$ cat src/rtl/regfile_write_arbiter.sv
// Purpose: round-robin arbiter sharing the single register-file write port among NUM_REQ writers.
// Latency: 1 cycle from accept (valid & ready at an edge) to rf_wr_* driving the register file.
// Backpressure: req_ready is combinational, one-hot or zero, low while enable=0 or rst_n=0.
//
// Ports:
//   clk, rst_n            clock and synchronous active-low reset
//   enable                write port available; 0 grants nothing
//   req_valid/req_ready   per-requester handshake (ready[i] = requester i wins this cycle)
//   req_addr/req_data     packed per-requester address/data, requester i at [i*W +: W]
//   rf_wr_en/addr/data    registered register-file write port (r0 writes never raise rf_wr_en)
//   grant_id              registered index of the most recently accepted requester
module regfile_write_arbiter #(
  parameter int NUM_REQ    = 4,
  parameter int DATA_WIDTH = 32,
  parameter int ADDR_WIDTH = 5,
  localparam int IDW       = $clog2(NUM_REQ)
) (
  input  logic                          clk,
  input  logic                          rst_n,
  input  logic                          enable,
  input  logic [NUM_REQ-1:0]            req_valid,
  output logic [NUM_REQ-1:0]            req_ready,
  input  logic [NUM_REQ*ADDR_WIDTH-1:0] req_addr,
  input  logic [NUM_REQ*DATA_WIDTH-1:0] req_data,
  output logic                          rf_wr_en,
  output logic [ADDR_WIDTH-1:0]         rf_wr_addr,
  output logic [DATA_WIDTH-1:0]         rf_wr_data,
  output logic [IDW-1:0]                grant_id
);

  localparam logic [IDW:0]   NREQ_W = (IDW+1)'(NUM_REQ);
  localparam logic [IDW-1:0] LAST_ID = IDW'(NUM_REQ - 1);

  logic [IDW-1:0]        r_ptr;
  logic                  r_wr_en;
  logic [ADDR_WIDTH-1:0] r_wr_addr;
  logic [DATA_WIDTH-1:0] r_wr_data;
  logic [IDW-1:0]        r_grant_id;

  logic                  w_found;
  logic [IDW-1:0]        w_win;
  logic                  w_xfer;
  logic [ADDR_WIDTH-1:0] w_win_addr;
  logic [DATA_WIDTH-1:0] w_win_data;
  logic [IDW-1:0]        w_ptr_next;

  // Rotating priority scan starting at r_ptr. The sum is one bit wider than
  // the index so the modulo wrap is a single conditional subtract.
  always_comb begin
    logic [IDW:0] w_sum;
    w_found = 1'b0;
    w_win   = '0;
    w_sum   = '0;
    for (int k = 0; k < NUM_REQ; k++) begin
      w_sum = {1'b0, r_ptr} + (IDW+1)'(k);
      if (w_sum >= NREQ_W) begin
        w_sum = w_sum - NREQ_W;
      end
      if (!w_found && req_valid[w_sum[IDW-1:0]]) begin
        w_found = 1'b1;
        w_win   = w_sum[IDW-1:0];
      end
    end
  end

  always_comb begin
    req_ready = '0;
    if (rst_n && enable && w_found) begin
      req_ready[w_win] = 1'b1;
    end
  end

  // The winner's valid is known high, so any ready bit means a transfer.
  assign w_xfer     = |req_ready;
  assign w_win_addr = req_addr[w_win*ADDR_WIDTH +: ADDR_WIDTH];
  assign w_win_data = req_data[w_win*DATA_WIDTH +: DATA_WIDTH];
  assign w_ptr_next = (w_win == LAST_ID) ? '0 : w_win + 1'b1;

  always_ff @(posedge clk) begin
    if (!rst_n) begin
      r_ptr      <= '0;
      r_wr_en    <= 1'b0;
      r_wr_addr  <= '0;
      r_wr_data  <= '0;
      r_grant_id <= '0;
    end else if (w_xfer) begin
      r_ptr      <= w_ptr_next;
      // r0 is hardwired zero: the write is acknowledged but never issued.
      r_wr_en    <= (w_win_addr != '0);
      r_wr_addr  <= w_win_addr;
      r_wr_data  <= w_win_data;
      r_grant_id <= w_win;
    end else begin
      r_wr_en <= 1'b0;
    end
  end

  assign rf_wr_en   = r_wr_en;
  assign rf_wr_addr = r_wr_addr;
  assign rf_wr_data = r_wr_data;
  assign grant_id   = r_grant_id;

endmodule
$ cat config.mk
export PLATFORM = sky130hd
export DESIGN_NAME = regfile_write_arbiter
export DESIGN_NICKNAME = d
export VERILOG_FILES = /design/src/rtl/regfile_write_arbiter.sv
export SDC_FILE = /design/constraint.sdc
export NUM_CORES = 1
export LEC_CHECK = 0
export CAP_MARGIN = 15
export CORE_MARGIN = 4
export CORE_UTILIZATION = 36
export CTS_CLUSTER_SIZE = 30
export DETAILED_ROUTE_END_ITERATION = 7
export PLACE_DENSITY = 0.9
export SLEW_MARGIN = 10
export SYNTH_ARGS = -nofsm -noshare
export SYNTH_HDL_FRONTEND = slang
export SYNTH_SLANG_ARGS = --single-unit
$ cat constraint.sdc
create_clock -name clk -period 4.4 [get_ports clk]
set_clock_uncertainty 0.15 [all_clocks]
set_input_delay 1.32 -clock clk [delete_from_list [all_inputs] [get_ports clk]]
set_output_delay 1.32 -clock clk [all_outputs]
set_load 0.03 [all_outputs]
Word level (Yosys, flattened, before mapping)
Index checks and enable logic that the tools add are counted. W data, S select, Z words.

Muxes and demuxes: 24. Shift operators: 2. Divide/modulo/power cells: 0. Equality and inequality tests: 1. Reductions and logical operators: 12. Bitwise operators: 0. Multipliers: 1. Magnitude comparators: 10. Add/sub/neg operators: 8.

Operators with widths (number): $shiftx A128 B8 Y32 (1); $shiftx A20 B6 Y5 (1); $mux W2 (9); $lt A2 B3 Y1 const B (5); $ge A3 B3 Y1 const B (3); $mux W1 (9); $bmux W1 S2 (4); $sub A2 B1 Y2 const B (4); $add A2 B2 Y3 const B (2); $logic_and A1 B1 Y1 (6); $mul A2 B3 Y5 const B (1); $reduce_bool A5 Y1 (1); $mux W4 (1); $reduce_or A4 Y1 (1); $add A2 B1 Y3 const B (1); $ge A2 B3 Y1 const B (1); $logic_not A1 Y1 (3); $add A2 B1 Y2 const B (1); $demux W1 S2 (1); $eq A2 B2 Y1 const B (1); $ge A2 B1 Y1 const B (1); $reduce_and A2 Y1 (1).

Memories: 0. Input bits: 155. Flip-flop bits (word level): 42. Word-level logic and storage cells: 63. Bits in latches: 0. RAM bits: 0. Memory bits (read-only): 0. Output and inout port bits: 44.

Longest topological paths before layout
Word-level depth: 21. Depth in mapped cells: 12. Mapped depth without buffers: 8.

Worst setup path before layout
No wires, ideal clock.

Path kind: input port to output port. Start point: input port req_valid[0]. End point: output port req_ready[2]. Arrival time: 2.773 ns. Cell stages on the path: 7. Path buffers: 1. Slack: 0.157 ns. Data required time: 2.930 ns. Cells stage by stage: nand2b_1 -> a21oi_1 -> a211oi_2 -> clkbuf_1 -> inv_1 -> ha_1 -> and2_1.

Longest elaborated chain between the ends: 17. Elaborated cells between the ends (all ways): 29. Those cells by class: order compare: 2; mux: 19; reduce/logical: 8.

RTL lines: from (decl) (line 21) `input logic [NUM_REQ-1:0] req_valid,`; $bmux W1 S2 (line 59) `if (!w_found && req_valid[w_sum[IDW-1:0]]) begin`; $mux W1 (not written as such) (line 59); $mux W1 (line 59); $logic_not A1 Y1 (line 59); $logic_and A1 B1 Y1 (line 59); $mux W1 (line 59); $logic_not A1 Y1 (line 59); $logic_and A1 B1 Y1 (line 59); $mux W1 (line 59); $logic_not A1 Y1 (line 59); $logic_and A1 B1 Y1 (line 59); $mux W2 (line 59); $lt A2 B3 Y1 (not written as such) or $ge A2 B1 Y1 (tied branches) (line 69) `req_ready[w_win] = 1'b1;`; $logic_and A1 B1 Y1 (not written as such) (line 69); $mux W1 (not written as such) (line 69); $demux W1 S2 (line 69); $mux W4 * (line 68) `if (rst_n && enable && w_found) begin`; to (decl) (line 22) `output logic [NUM_REQ-1:0] req_ready,`.

Every way passes the cells marked *; elsewhere a longest branch is shown, timed or not. The select of a mux whose other input is x is not followed.

Final worst setup path
Start point: input port req_valid[2]. End point: output port req_ready[3].

Same word-level chain as after synthesis.

==> flow_summary.toml <==
[setup_path]
slowest_stage = "a211o_1"
arrival_ns = 2.85
cp-end-kind = "output pin"
path_class = "input pin to output pin"
cp_max_fo = 4
path_buf_inv = 4
cp_common_cell = "buf_4"
start_kind = "input pin"
worstRegToRegCells = 10
crit_cells = 9
slowest_delay_ns = 0.32
worstPathRequired_ns = 2.93
worstPathCellList = "dlygate4sd2_1 > nor2b_1 > a211o_1 > nand2_2 > inv_2 > buf_4 > ha_1 > and2_1 > buf_4"
crit_family = "buffers and inverters"

[pwr]
clkPwrFrac = 0.229
power_frac_comb = 0.445
seqPwrFrac = 0.326
ir_drop_mv = 0.1289
switchingPower_mw = 0.4314
fin_total_pwr_mw = 1.302
internal_power_mw = 0.8703
switching_share = 0.3314
cellLeakagePower_nw = 1.996
power_density_nw_per_um2 = 252.8

[global_routing]
track_usage = 0.2365
antenna_found_initial = 0
gr-total-overflow = 0
grt_pass1_wl_um = 18620
grt_pass1_vias = 3747
grt_max_degree = 76

[yosys]
syn_nets = 545
post-synth-top-area-cell = "dfxtp_1"
synth.area.top_cells = "dfxtp_1 (29%), nand2_1 (15%), a311o_1 (12%)"
avgSynthCellArea_sq_um = 7.388
synth_top_area_share = 0.2933
synth_ff_type = "dfxtp_1"
synth_edf_count = 0
synthTopCellsByCount = "nand2_1 (115), dfxtp_1 (42), and3_1 (37)"
ys_types = 30
yosysWarnings = 0
synthArstFlopShare = 0
synthesis.area_sq_um = 2866
yosysMostFrequentCell = "nand2_1"
yosys_register_bits = 42
synthCells = 388
ys_seq_area_frac = 0.2933

[timing]
finalCritPeriodShare = 0.9823
maxSlewHeadroom = 0.4864
max_freq_mhz = 231.4
fin_setup_tns_ns = 0
post-route-min-period_ns = 4.322
slew_violations = 0
rsz0062_at_grt = "no"
hold_viol_final = 0
setup_viol = 0
worst_pin_slew_ns = 0.7704

[clock_tree]
clock_sink_count = 42
ctsHoldBuffers = 0
htree_levels = 2
cts_tree = "built"
clk-insertion-delay-late_ns = 0.28
clock-root-buffer = "clkbuf_8"
cts_buffers = 5
clk_pin_slew_ns = 0.08
clockBufferDepth = 2

[worst_hold_path]
min_path_cells = 2
hp-class = "register to register"

[routing]
viasPerCell = 5.505
drc_errors = 0
firstDrtPassIters = 5
wl_um = 11730
antenna_left = 0
drtIter0Drc = 164
wl_per_cell_um = 17.28
via_count = 3738

[cells_and_area]
antennaDiodeCount = 0
area_delta_synth_final_pct = 79.62
nets = 733
drive_gt1_frac = 0.06586

[die]
die_w_um = 97.23
core-area_sq_um = 7727
floorplan.initialDensity = 0.3710
pin_count = 199
dieArea_sq_um = 9454
rows = 32
die_h_um = 97.23

[outcome]
status = "completed"

[placement]
port_buffers = 198
dp_hpwl_um = 8198
globalplace.congestion = 0.8998

[run]
max_cap_violations = 0
-- worst min-delay path, delay by kind of cell (launching register included) --
kind               cells  cell delay, ns
DFF                    1            0.31
and+or+nand+nor        1            0.05
AOI/OAI and AO/OA      1            0.05
-- cells by family after synthesis --
kind of cell               after synthesis  synth area share
AOI/OAI and AO/OA                      133            0.3750
adders and majority gates                2          0.008728
buffers and inverters                   44           0.06416
DFF                                     42            0.2933
and+or+nand+nor                        167            0.2588
-- final cells by class --
cell class	count	area (sq um)
clock buffer	6	72.57
clock inverter	2	37.54
fill	661	2579
inverter	5	18.77
multi-input combinational	302	1872
sequential	42	840.8
tap	102	127.6
timing repair buffer	220	2180
-- placed cells by master, fill, tap and decap left out, types with 2 or more instances in the layout --
master	instances
nor2b_1	2
nand3_1	6
a21boi_1	11
nand2_1	114
a311o_1	35
o21ai_0	4
dfxtp_1	42
ha_1	2
and2_1	2
buf_4	22
a31oi_1	4
dlygate4sd2_1	4
inv_1	4
clkbuf_8	5
clkdlybuf4s50_1	190
a211o_1	3
nand2b_1	2
a21boi_0	28
buf_12	2
and3_1	37
a211oi_1	36
a21oi_1	4
nor2_1	3
-- flip-flops by register name (all words and copies together), names as in the netlist --
| name | cells |
|---|---|
| rf_wr_data | 32 |
| rf_wr_en | 1 |
| rf_wr_addr | 5 |
| r_ptr | 2 |
| grant_id | 2 |
-- timing repair --
action	in CTS	in global routing
hold endpoints to repair	0	0
gates cloned	1	0
buffers inserted	4	0
endpoints found under the setup margin	3	1
pin swaps	2	0
resized for setup	13	1
-- per-stage QoR --
step           utilization  cells  worst slack, ns  cell area, sq um  hold WS (ns)
5_1_grt             0.6663    679          0.03712              5149        0.3337
3_5_place_dp        0.6428    666          -0.4364              4967        0.2938
6_report            0.6663    679          0.07788              5149        0.3030
4_1_cts             0.6663    679          0.07538              5149        0.3062
3_3_place_gp        0.6428    666          -0.3502              4967        0.2900
2_1_floorplan            -    388           0.1568              2867        0.3540
-- power groups by stage --
| stage | registers [mW] | clock network [mW] | logic (mW) |
|---|---|---|---|
| 6_report | 0.424 | 0.298 | 0.580 |
| 5_1_grt | 0.428 | 0.334 | 0.622 |
| 4_1_cts | 0.424 | 0.311 | 0.577 |
| 3_5_place_dp | 0.432 | 0 | 0.554 |
| 3_3_place_gp | 0.431 | 0 | 0.542 |
| 2_1_floorplan | 0.485 | 0 | 0.232 |
-- per-layer routing --
layer	wire length, um	vias to the layer above	GRT usage
met5	0	-	0
met4	263	0	0.07029
met3	960	24	0.07035
met2	5865	166	0.4347
met1	4642	1753	0.2616
li1	-	1795	-
-- final timing paths --
check / slack, ns / startpoint / endpoint
setup / recovery: 0.08 / req_valid[2] / req_ready[3]
hold / removal: 0.30 / rf_wr_data[30] / rf_wr_data[30]
setup reg to reg: 1.38 / r_ptr[0] / rf_wr_en
hold reg to reg: 0.30 / rf_wr_data[30] / rf_wr_data[30]
No activity file was read; power rests on OpenSTA's default activity.
